**src/rtl/ps2_movement_decoder.sv**
```systemverilog
// PS/2 keyboard receiver and arrow-key movement decoder.
// Deframes 11-bit scan-code frames from raw PS/2 clock/data, tracks make/break
// state of the four arrow keys and presents them as held-key levels.
// Optional: define PS2_WASD_EN to let the W/A/S/D letter keys drive the same
// outputs in parallel with the arrows.
module ps2_movement_decoder #(
    parameter int unsigned TIMEOUT_CYCLES = 50000,
    parameter int unsigned CNT_W          = 16
) (
    input  logic       clock,
    input  logic       reset,
    input  logic       ps2_clk,
    input  logic       ps2_dat,
    output logic       turn_right,
    output logic       turn_left,
    output logic       move_forward,
    output logic       move_backward,
    output logic [7:0] scan_code,
    output logic       frame_valid,
    output logic       frame_error
);

    typedef enum logic [1:0] {
        StIdle,
        StData,
        StParity,
        StStop
    } rx_state_e;

    // Bit positions of the held-key vectors.
    localparam int unsigned KeyRight = 0;
    localparam int unsigned KeyLeft  = 1;
    localparam int unsigned KeyFwd   = 2;
    localparam int unsigned KeyBack  = 3;

    localparam logic [CNT_W-1:0] TimeoutLast = CNT_W'(TIMEOUT_CYCLES - 1);

    localparam logic [7:0] CodeExt   = 8'hE0;
    localparam logic [7:0] CodeBrk   = 8'hF0;
    localparam logic [7:0] CodeUp    = 8'h75;
    localparam logic [7:0] CodeDown  = 8'h72;
    localparam logic [7:0] CodeLeft  = 8'h6B;
    localparam logic [7:0] CodeRight = 8'h74;
`ifdef PS2_WASD_EN
    localparam logic [7:0] CodeW     = 8'h1D;
    localparam logic [7:0] CodeS     = 8'h1B;
    localparam logic [7:0] CodeA     = 8'h1C;
    localparam logic [7:0] CodeD     = 8'h23;
`endif

    // Synchroniser and edge detector
    logic [1:0] clk_sync_q;
    logic [1:0] dat_sync_q;
    logic       clk_prev_q;
    logic       ps2_fall;
    logic       ps2_bit;

    // Receiver state
    rx_state_e        state_q, state_d;
    logic [2:0]       bit_cnt_q, bit_cnt_d;
    logic [7:0]       shift_q, shift_d;
    logic             parity_q, parity_d;
    logic [CNT_W-1:0] tmo_cnt_q, tmo_cnt_d;
    logic [7:0]       scan_q, scan_d;
    logic             valid_q, valid_d;
    logic             error_q, error_d;

    // Decoder state
    logic       ext_q, ext_d;
    logic       brk_q, brk_d;
    logic [3:0] arrow_q, arrow_d;
    logic [3:0] letter_q, letter_d;

    // Two-stage synchronisers plus a delayed clock copy for falling-edge detection.
    // They reset to 1 (idle line level) so reset itself never fakes an edge.
    always_ff @(posedge clock) begin
        if (reset) begin
            clk_sync_q <= 2'b11;
            dat_sync_q <= 2'b11;
            clk_prev_q <= 1'b1;
        end else begin
            clk_sync_q <= {clk_sync_q[0], ps2_clk};
            dat_sync_q <= {dat_sync_q[0], ps2_dat};
            clk_prev_q <= clk_sync_q[1];
        end
    end

    assign ps2_fall = clk_prev_q & ~clk_sync_q[1];
    assign ps2_bit  = dat_sync_q[1];

    // Receiver state register and registered pulse outputs.
    always_ff @(posedge clock) begin
        if (reset) begin
            state_q   <= StIdle;
            bit_cnt_q <= '0;
            shift_q   <= '0;
            parity_q  <= 1'b0;
            tmo_cnt_q <= '0;
            scan_q    <= '0;
            valid_q   <= 1'b0;
            error_q   <= 1'b0;
        end else begin
            state_q   <= state_d;
            bit_cnt_q <= bit_cnt_d;
            shift_q   <= shift_d;
            parity_q  <= parity_d;
            tmo_cnt_q <= tmo_cnt_d;
            scan_q    <= scan_d;
            valid_q   <= valid_d;
            error_q   <= error_d;
        end
    end

    // Receiver next-state: frame deframing, parity/stop check and inactivity timeout.
    always_comb begin
        state_d   = state_q;
        bit_cnt_d = bit_cnt_q;
        shift_d   = shift_q;
        parity_d  = parity_q;
        tmo_cnt_d = '0;
        scan_d    = scan_q;
        valid_d   = 1'b0;
        error_d   = 1'b0;

        unique case (state_q)
            StIdle: begin
                // A high "start" bit is line noise, not a frame.
                if (ps2_fall && !ps2_bit) begin
                    state_d   = StData;
                    bit_cnt_d = '0;
                end
            end
            StData: begin
                if (ps2_fall) begin
                    shift_d   = {ps2_bit, shift_q[7:1]};
                    bit_cnt_d = bit_cnt_q + 3'd1;
                    if (bit_cnt_q == 3'd7) begin
                        state_d = StParity;
                    end
                end
            end
            StParity: begin
                if (ps2_fall) begin
                    parity_d = ps2_bit;
                    state_d  = StStop;
                end
            end
            StStop: begin
                if (ps2_fall) begin
                    state_d = StIdle;
                    // Odd parity: XOR over data and parity bit must be 1.
                    if (ps2_bit && (^{shift_q, parity_q})) begin
                        valid_d = 1'b1;
                        scan_d  = shift_q;
                    end else begin
                        error_d = 1'b1;
                    end
                end
            end
            default: state_d = StIdle;
        endcase

        // Timeout only runs mid-frame and restarts on every PS/2 clock edge.
        if (state_q != StIdle && !ps2_fall) begin
            if (tmo_cnt_q == TimeoutLast) begin
                state_d = StIdle;
                error_d = 1'b1;
            end else begin
                tmo_cnt_d = tmo_cnt_q + CNT_W'(1);
            end
        end
    end

    // Decoder state register: prefix flags and held-key bits.
    always_ff @(posedge clock) begin
        if (reset) begin
            ext_q    <= 1'b0;
            brk_q    <= 1'b0;
            arrow_q  <= '0;
            letter_q <= '0;
        end else begin
            ext_q    <= ext_d;
            brk_q    <= brk_d;
            arrow_q  <= arrow_d;
            letter_q <= letter_d;
        end
    end

    // Decoder next-state: acts on the frame_valid / frame_error cycle.
    always_comb begin
        ext_d    = ext_q;
        brk_d    = brk_q;
        arrow_d  = arrow_q;
        letter_d = letter_q;

        if (error_q) begin
            // A dropped frame may have been a prefix; forget it.
            ext_d = 1'b0;
            brk_d = 1'b0;
        end else if (valid_q) begin
            if (scan_q == CodeExt) begin
                ext_d = 1'b1;
            end else if (scan_q == CodeBrk) begin
                brk_d = 1'b1;
            end else begin
                if (ext_q) begin
                    case (scan_q)
                        CodeUp:    arrow_d[KeyFwd]   = ~brk_q;
                        CodeDown:  arrow_d[KeyBack]  = ~brk_q;
                        CodeLeft:  arrow_d[KeyLeft]  = ~brk_q;
                        CodeRight: arrow_d[KeyRight] = ~brk_q;
                        default:   ;
                    endcase
                end
`ifdef PS2_WASD_EN
                else begin
                    case (scan_q)
                        CodeW:   letter_d[KeyFwd]   = ~brk_q;
                        CodeS:   letter_d[KeyBack]  = ~brk_q;
                        CodeA:   letter_d[KeyLeft]  = ~brk_q;
                        CodeD:   letter_d[KeyRight] = ~brk_q;
                        default: ;
                    endcase
                end
`endif
                ext_d = 1'b0;
                brk_d = 1'b0;
            end
        end
    end

    // Arrow and letter holds are tracked separately so releasing one keeps the other.
    assign turn_right    = arrow_q[KeyRight] | letter_q[KeyRight];
    assign turn_left     = arrow_q[KeyLeft]  | letter_q[KeyLeft];
    assign move_forward  = arrow_q[KeyFwd]   | letter_q[KeyFwd];
    assign move_backward = arrow_q[KeyBack]  | letter_q[KeyBack];
    assign scan_code     = scan_q;
    assign frame_valid   = valid_q;
    assign frame_error   = error_q;

endmodule
```
**config.mk**
```make
export PLATFORM = sky130hd
export DESIGN_NAME = ps2_movement_decoder
export DESIGN_NICKNAME = d
export VERILOG_FILES = /design/src/rtl/ps2_movement_decoder.sv
export SDC_FILE = /design/constraint.sdc
export NUM_CORES = 1
export LEC_CHECK = 0
export CELL_PAD_IN_SITES_DETAIL_PLACEMENT = 0
export CELL_PAD_IN_SITES_GLOBAL_PLACEMENT = 1
export CORE_MARGIN = 8
export CORE_UTILIZATION = 44
export DETAILED_ROUTE_END_ITERATION = 10
export PLACE_DENSITY_LB_ADDON = 0.1
export SYNTH_ARGS = -nofsm -noshare
export SYNTH_HDL_FRONTEND = slang
export SYNTH_SLANG_ARGS = --single-unit
```
**constraint.sdc**
```tcl
create_clock -name clock -period 2 [get_ports clock]
set_input_delay 0.6 -clock clock [delete_from_list [all_inputs] [get_ports clock]]
set_output_delay 0.6 -clock clock [all_outputs]
set_load 0.02 [all_outputs]
```
==> Yosys cells after proc, flatten, opt, wreduce, memory -nomap -nowiden <==
Index checks and enable logic that the tools add are counted.
{ "op_classes": {"addsub": 2, "n_mux": 20, "eq_ne": 14, "n_reduce_logical": 22, "n_bitwise": 9} }
{ "op_table": {"columns": ["op", "n"], "rows": [
  ["8-bit by 7-bit == test with 1-bit output, second input constant", 4],
  ["6-bit AND reduction", 4],
  ["16-bit by 1-bit adder with 16-bit output, second input constant", 1],
  ["16-bit == test, second input constant", 1],
  ["8-bit == test, second input constant", 2],
  ["2-bit two-way mux", 7],
  ["1-bit two-way mux", 9],
  ["9-bit parity", 1],
  ["1-bit NOT", 8],
  ["2-bit one-hot mux with 4 select lines", 1],
  ["2-bit AND reduction", 4],
  ["3-bit two-way mux", 2],
  ["2-bit != test, second input constant", 3],
  ["3-bit one-hot mux with 2 select lines", 1],
  ["3-bit AND reduction", 2],
  ["3-bit OR reduction", 2],
  ["2-bit == test, second input constant", 2],
  ["2-bit nonzero test", 2],
  ["3-bit by 1-bit adder with 3-bit output, second input constant", 1],
  ["3-bit == test, second input constant", 1],
  ["1-bit logical AND", 3],
  ["2-bit by 1-bit == test with 1-bit output, second input constant", 1],
  ["1-bit logical NOT", 2],
  ["2-bit logical NOT", 1],
  ["2 further kinds", 2]
]} }
{ "word_totals": {"register_bits": 51, "input_bits": 4, "elab_cells": 84} }

==> Depth between registers and ports, before layout <==
Gate-level depths: netlist of run 1.
{ "depth": {"word_depth": 7, "mapped_depth": 7, "mapped_depth_nobuf": 5} }

==> Least setup slack after synthesis of run 1 <==
No wires, ideal clock.
{ "synth_timing": {"path_type": "register -> register", "from": "register tmo_cnt_q[11]", "to": "register tmo_cnt_q[11]", "t_required_ns": 1.885, "stages_incl_launch_ff": 7, "arrival_time_ns": 1.578, "period_less_slack_ns": 1.693, "slack_ns": 0.307, "setup_time_ns": 0.115, "path_cell_list": "dfxtp_1 or4_1 nor4_2 or3_1 buf_4 buf_6 nor2_1"} }
{ "synth_via": {"elab_chain_cells": 2} }
{ "synth_lines": {"columns": ["element", "line_no", "rtl"], "rows": [
  ["start: declaration", "63", "logic [CNT_W-1:0] tmo_cnt_q, tmo_cnt_d;"],
  ["start signal: assignment", "107", "tmo_cnt_q <= tmo_cnt_d;"],
  ["branches (longest 2 deep; another with 16-bit by 1-bit adder with 16-bit output)", null, null]
]} }
Parallel ways; which one is timed is not known.
A chain may end at the register's enable or synchronous reset.

==> Worst setup path after layout of run 1 <==
{ "layout_timing": {"from": "register valid_q (netlist: frame_valid)", "to": "output port frame_valid"} }
{ "layout_rtl": {"columns": ["element", "line_no", "rtl"], "rows": [
  ["start: declaration", "65", "logic valid_q, valid_d;"],
  ["start signal: assignment", "109", "valid_q <= valid_d;"],
  ["end: declaration", "19", "output logic frame_valid,"]
]} }
No word-level cell between the ends.

==> reports/metrics.cfg, run 1 <==
[setup_path]
reg2regPathDepth=4
crit_family=buffers and inverters
critPathArrivalTime_ps=1330
critPathMaxStageDelay_ps=630
crit_cells=1
crit_chain=clkdlybuf4s50_1
start_kind=register
critPathKind=register to primary output
crit_buf_inv=1
rrSetupSlack_ps=250
cp-end-kind=primary output
worstPathRequired_ps=1400
crit_slowest_cell=clkdlybuf4s50_1
crit_fanout=5

[clocking]
cts_made_buffers=5
h-tree-depth=2
cts_sinks=51
cts_tree=built
cts_root_buffer=clkbuf_8
clock_latency_ps=300
ctsLongestPathBuffers=2
clkTransAtPathRegs_ps=90

[layout]
utilization=0.532
drive_above_1_share=0.107
syn2layout_area_growth_pct=18.1
nFillCells=490
multiInputGateArea_um2=1190
diodes=0
nets=287
seqCellArea_um2=1020

[yosys]
synthesis.instances=253
synth-edff-count=0
synth_top_cell_by_area=dfxtp_1
avgSynthCellArea_um2=9.04
ys_seq_elements=51
seq_area_frac_synth=0.447
synth-main-ff-cell=dfxtp_1
synthArstFlopShare=0
synth.distinct_cells=44
syn_area_um2=2290
yosysTopAreaCellShare=0.447
yosysWarnings=0
syn-num-nets=260
synth_area_leaders=dfxtp_1 45%, nand2_1 6.6%, mux2i_1 5.3%, a21oi_1 4.6%, nand4_1 3.6%

[place]
dp_hpwl_um=3330
place.gp.congestion=0.723
numPortBuffers=17
pre_cts_ws_ps=122

[timing]
hold_viol=0
setup_viol=0
finalMaxSlewViolations=0
whs_ps=413
layout_setup_ws_ps=68.7
slew_headroom=0.675
finalCritPeriodShare=0.966
max_freq_ghz=0.518
min_period_ps=1930
fin_worst_skew_ps=7.01
rsz0062_at_grt=false
fin_setup_tns_ps=0
worst_pin_slew_ps=480

[power]
p_leak_uw=0.000974
p_sw_frac=0.203
p_sw_uw=345
combPwrFrac=0.021
seqPwrFrac=0.603
p_clk_frac=0.376
power_uw=1700
peakVddDrop_v=0.000296
internal_power_uw=1350
power_density_nw_per_um2=628

[die]
dieArea_um2=7760
io_pins=18
start_util=0.450
fp.dieW_um=88.1
die_h_um=88.1
row_count=26
design.core.area_um2=5070

[detailed_routing]
vias_per_cell=5.04
wire_per_inst_um=13.0
first_pass_iters=4
routed_wl_um=4550
drt_iter0_drc=112
antenna_left=0
drc=0
vias=1770

[run_status]
status=completed

[global_route]
grt_most_used_layer=met2
grt_max_degree=21
grt_use_met1=0.171
antenna_found_initial=0
grt_pass1_vias=1691
use_met2=0.189
grt.total_usage=0.128
use_met3=0.0356
grt_pass1_wl_um=7870
grt_overflow=0

[hold_path]
hold_path_class=register to register
hold_depth=1

[run]
maxCapViolations=0

cells in the mapped netlist (all sizes together) (3+ instances only):
| library cell | count |
|---|---|
| mux2i | 13 |
| and2 | 4 |
| clkbuf | 8 |
| dfxtp | 51 |
| o21ai | 8 |
| nand2 | 40 |
| xnor2 | 4 |
| nand4 | 13 |
| nor2 | 18 |
| inv | 6 |
| nor4bb | 3 |
| a21oi | 21 |
| xor2 | 9 |
| ha | 3 |
| or2 | 5 |
| or3 | 6 |
| nand3 | 8 |
kinds of logic (layout without fill, tap and decap cells):
kind of cell / after synthesis / in the layout / share of synthesized area
flops: 51 / 51 / 0.447
xor+xnor: 16 / 16 / 0.0805
simple gates: 116 / 116 / 0.269
fa+ha+maj: 3 / 3 / 0.0164
compound gates: 37 / 37 / 0.0920
mux: 13 / 13 / 0.0624
buf+inv: 17 / 45 / 0.0328
state kept, by name (all words and copies together) (netlist names):
signal,cells
brk_q,1
ext_q,1
bit_cnt_q,3
frame_valid,1
scan_code,8
clk_sync_q,2
dat_sync_q,2
arrow_q,4
frame_error,1
tmo_cnt_q,16
parity_q,1
state_q,2
shift_q,8
clk_prev_q,1
cell usage in the layout, fill, tap and decap left out, types with 7 or more instances in the layout:
cell type | synthesis | routed
o21ai_0 | 8 | 8
mux2i_1 | 12 | 12
clkdlybuf4s50_1 | 0 | 13
nor2_1 | 18 | 18
a21oi_1 | 21 | 21
nand3_1 | 8 | 8
buf_4 | 1 | 13
nand2_1 | 40 | 40
xor2_1 | 9 | 9
dfxtp_1 | 51 | 51
nand4_1 | 13 | 13
clkbuf_8 | 0 | 7
cell type report:
cell class / instances / share of cell area
clock buffer: 8 / 0.0371
multi-input combinational: 185 / 0.441
sequential: 51 / 0.378
tap: 70 / 0.0325
inverter: 7 / 0.00974
timing repair buffer: 30 / 0.102
per-stage QoR:
| step | area (µm²) | cells |
|---|---|---|
| after global placement | 2590 | 343 |
| after global routing | 2700 | 351 |
| after CTS | 2690 | 351 |
| after floorplan | 2290 | 253 |
| final | 2700 | 351 |
| after detailed placement | 2590 | 343 |
power groups by stage:
stage                     Clock [µW]  Sequential (µW)  Combinational, µW
after floorplan                    0             1040               23.4
after global placement             0             1050               37.1
after detailed placement           0             1050               36.8
after CTS                        670             1020               37.1
after global routing             711             1020               41.3
final                            637             1020               36.3
what timing repair did:
action,in CTS,in global routing
buffers inserted,0,0
pin swaps,0,0
endpoints found under the setup margin,1,3
hold buffers,0,0
gates resized for setup,1,3
cloned,0,0
worst paths after layout:
check | startpoint | end
hold / removal | dat_sync_q[0]$_SDFF_PP1_ | dat_sync_q[1]$_SDFF_PP1_
hold reg to reg | dat_sync_q[0]$_SDFF_PP1_ | dat_sync_q[1]$_SDFF_PP1_
setup reg to reg | shift_q[5]$_SDFFE_PP0P_ | scan_code[0]$_SDFFE_PP0P_
setup / recovery | frame_valid$_SDFF_PP0_ | frame_valid
metal layers:
metal / share of wire / up-vias / wire length [µm]
met5: 0 / - / 0
met4: 0.017 / 0 / 77
met3: 0.045 / 7 / 207
met2: 0.40 / 24 / 1820
met1: 0.54 / 803 / 2450
li1: - / 936 / -
Note: power is estimated with default switching activity, not from simulation.
==> run 2, diff against run 1 <==
--- a/config.mk
+++ b/config.mk
@@ -8,7 +8,8 @@
 export CELL_PAD_IN_SITES_DETAIL_PLACEMENT = 0
 export CELL_PAD_IN_SITES_GLOBAL_PLACEMENT = 1
 export CORE_MARGIN = 8
-export CORE_UTILIZATION = 44
+export CORE_UTILIZATION = 46
+export CTS_BUF_LIST = sky130_fd_sc_hd__clkbuf_4
 export DETAILED_ROUTE_END_ITERATION = 10
 export PLACE_DENSITY_LB_ADDON = 0.1
 export SYNTH_ARGS = -nofsm -noshare
==> reports/metrics.cfg, run 2 (synthesized netlist as in run 1, its figures left out) <==
[run_status]
status=completed  ; unchanged

[timing]
finalMaxSlewViolations=0  ; unchanged
rsz0062_at_grt=false  ; unchanged
max_freq_ghz=0.520  ; was 0.518 GHz
fin_worst_skew_ps=9.75  ; was 7.01 ps
setup_viol=0  ; unchanged
fin_setup_tns_ps=0  ; unchanged
worst_pin_slew_ps=458  ; was 480 ps
slew_headroom=0.688  ; was 0.675
hold_viol=0  ; unchanged
min_period_ps=1920  ; was 1930 ps
finalCritPeriodShare=0.962  ; was 0.966

[layout]
diodes=0  ; unchanged
largest_reg_flops=16  ; unchanged
final_common_cell=dfxtp_1  ; unchanged
design_area_um2=2600  ; was 2700 µm²
drive_above_1_share=0.0873  ; was 0.107
nFillCells=479  ; was 490
layout_common_cells=51 x dfxtp_1, 40 x nand2_1, 21 x a21oi_1  ; unchanged
nets=282  ; was 287
syn2layout_area_growth_pct=13.7  ; was 18.1%
top_register=tmo_cnt_q  ; unchanged

[setup_path]
critPathLaunch=arrow_q[3]$_SDFFE_PP0P_  ; was frame_valid$_SDFF_PP0_
crit_fanout=2  ; was 5
crit_cells=1  ; unchanged
crit_slowest_cell=clkdlybuf4s50_1  ; unchanged
reg2regPathDepth=5  ; was 4
rrSetupSlack_ps=160  ; was 250 ps
critPathArrivalTime_ps=1320  ; was 1330 ps
critPathKind=register to primary output  ; unchanged
crit_buf_inv=1  ; unchanged
worst_r2r_endpoint=tmo_cnt_q[13]$_SDFF_PP0_  ; was scan_code[0]$_SDFFE_PP0P_
crit_family=buffers and inverters  ; unchanged
cp-end-kind=primary output  ; unchanged
critPathMaxStageDelay_ps=610  ; was 630 ps
r2r-start=tmo_cnt_q[11]$_SDFF_PP0_  ; was shift_q[5]$_SDFFE_PP0P_
start_kind=register  ; unchanged
worstSetupEndpoint=move_backward  ; was frame_valid
worstPathRequired_ps=1400  ; about the same
crit_chain=clkdlybuf4s50_1  ; unchanged

[hold_path]
hold_path_class=register to register  ; unchanged

[global_route]
grt_pass1_wl_um=7490  ; was 7870 µm
grt_overflow=0  ; unchanged
grt.total_usage=0.126  ; was 0.128
antenna_found_initial=0  ; unchanged
grt_pass1_vias=1608  ; was 1691
grt_max_degree=21  ; unchanged

[detailed_routing]
drt_iter0_drc=108  ; was 112
routed_wl_um=4440  ; was 4550 µm
vias_per_cell=5.17  ; was 5.04
vias=1768  ; was 1770
first_pass_iters=4  ; unchanged
drc=0  ; unchanged
wire_per_inst_um=13.0  ; about the same
antenna_left=0  ; unchanged

[clocking]
clock_latency_ps=370  ; was 300 ps
post_cts_buffers=0  ; unchanged
cts_made_buffers=5  ; unchanged
clkTransAtPathRegs_ps=140  ; was 90 ps
h-tree-depth=2  ; unchanged
cts_tree=built  ; unchanged
cts_root_buffer=clkbuf_4  ; was clkbuf_8
ctsLongestPathBuffers=2  ; unchanged
cts_sinks=51  ; unchanged

[power]
power_density_nw_per_um2=574  ; was 628 nW/µm²
p_leak_uw=0.000914  ; was 0.000974 µW
peakVddDrop_v=0.000271  ; was 0.000296 V

[run]
maxCapViolations=0  ; unchanged

[die]
design.core.area_um2=4750  ; was 5070 µm²
io_pins=18  ; unchanged
start_util=0.481  ; was 0.450
fp.dieW_um=86.5  ; was 88.1 µm
dieArea_um2=7480  ; was 7760 µm²
die_h_um=86.5  ; was 88.1 µm
row_count=25  ; was 26

[place]
dpl_cell_area_um2=2560  ; was 2590 µm²
numPortBuffers=17  ; unchanged
place.gp.congestion=0.764  ; was 0.723
dp_hpwl_um=3220  ; was 3330 µm

run 2: changes by cell type in the layout (fill, tap and decap cells not counted), sizes merged:
cell,change
dlygate4sd2,+8
dlymetal6s2s,-3
clkdlybuf4s50,-5
clkbuf,-3
clkinv,+2
buf,-5
run 2: metrics by stage:
| stage | total power, µW | worst slack (ps) | instances | hold slack (ps) | utilization |
|---|---|---|---|---|---|
| 3_3_place_gp | 1080 | 161 | 335 | 392 | 0.539 |
| 3_5_place_dp | 1090 | 150 | 335 | 395 | 0.539 |
| 2_1_floorplan | 1070 | 307 | 253 | 389 | - |
| 6_report | 1490 | 75.8 | 342 | 425 | 0.547 |
| 4_1_cts | 1520 | 45.5 | 342 | 428 | 0.547 |
| 5_1_grt | 1570 | 4.51 | 342 | 437 | 0.547 |
run 2: timing repair:
| item | 4_1_cts | 5_1_grt |
|---|---|---|
| hold buffers | 0 | 0 |
| setup endpoints to repair | 9 | 0 |
| resized for setup | 9 | 0 |
run 2: cell type report:
class | count | area [µm²] | share of cell area
tap | 67 | 83.8 | 0.0323
sequential | 51 | 1020 | 0.393
clock buffer | 5 | 37.5 | 0.0144
timing repair buffer | 25 | 231 | 0.0891
inverter | 7 | 26.3 | 0.0101
multi-input combinational | 185 | 1190 | 0.458
clock inverter | 2 | 8.76 | 0.00337
run 2: layer usage:
layer  wire (µm)  GRT usage  share of wire  vias to the layer above
met5           0          0              0                        -
met4          62     0.0516          0.014                        0
met3         242     0.0416          0.055                        6
met2        1820      0.176           0.41                       27
met1        2310      0.171           0.52                      810
li1            -          -              -                      925
run 2: power breakdown:
part	total, µW	switching (µW)	internal [µW]
logic	37.3	20.9	16.4
clock network	430	305	125
registers	1020	4.01	1020
run 2: worst min-delay path by stage:
| stage | cells past startpoint | start | endpoint | slack (ps) |
|---|---|---|---|---|
| detailed placement | 1 | dat_sync_q[0]$_SDFF_PP1_ | dat_sync_q[1]$_SDFF_PP1_ | 390 |
| global placement | 1 | clk_sync_q[0]$_SDFF_PP1_ | clk_sync_q[1]$_SDFF_PP1_ | 390 |
| global route | 1 | dat_sync_q[0]$_SDFF_PP1_ | dat_sync_q[1]$_SDFF_PP1_ | 440 |
| CTS | 1 | dat_sync_q[0]$_SDFF_PP1_ | dat_sync_q[1]$_SDFF_PP1_ | 430 |
| floorplan | 1 | clk_sync_q[0]$_SDFF_PP1_ | clk_sync_q[1]$_SDFF_PP1_ | 390 |
| finish | 1 | dat_sync_q[0]$_SDFF_PP1_ | dat_sync_q[1]$_SDFF_PP1_ | 420 |
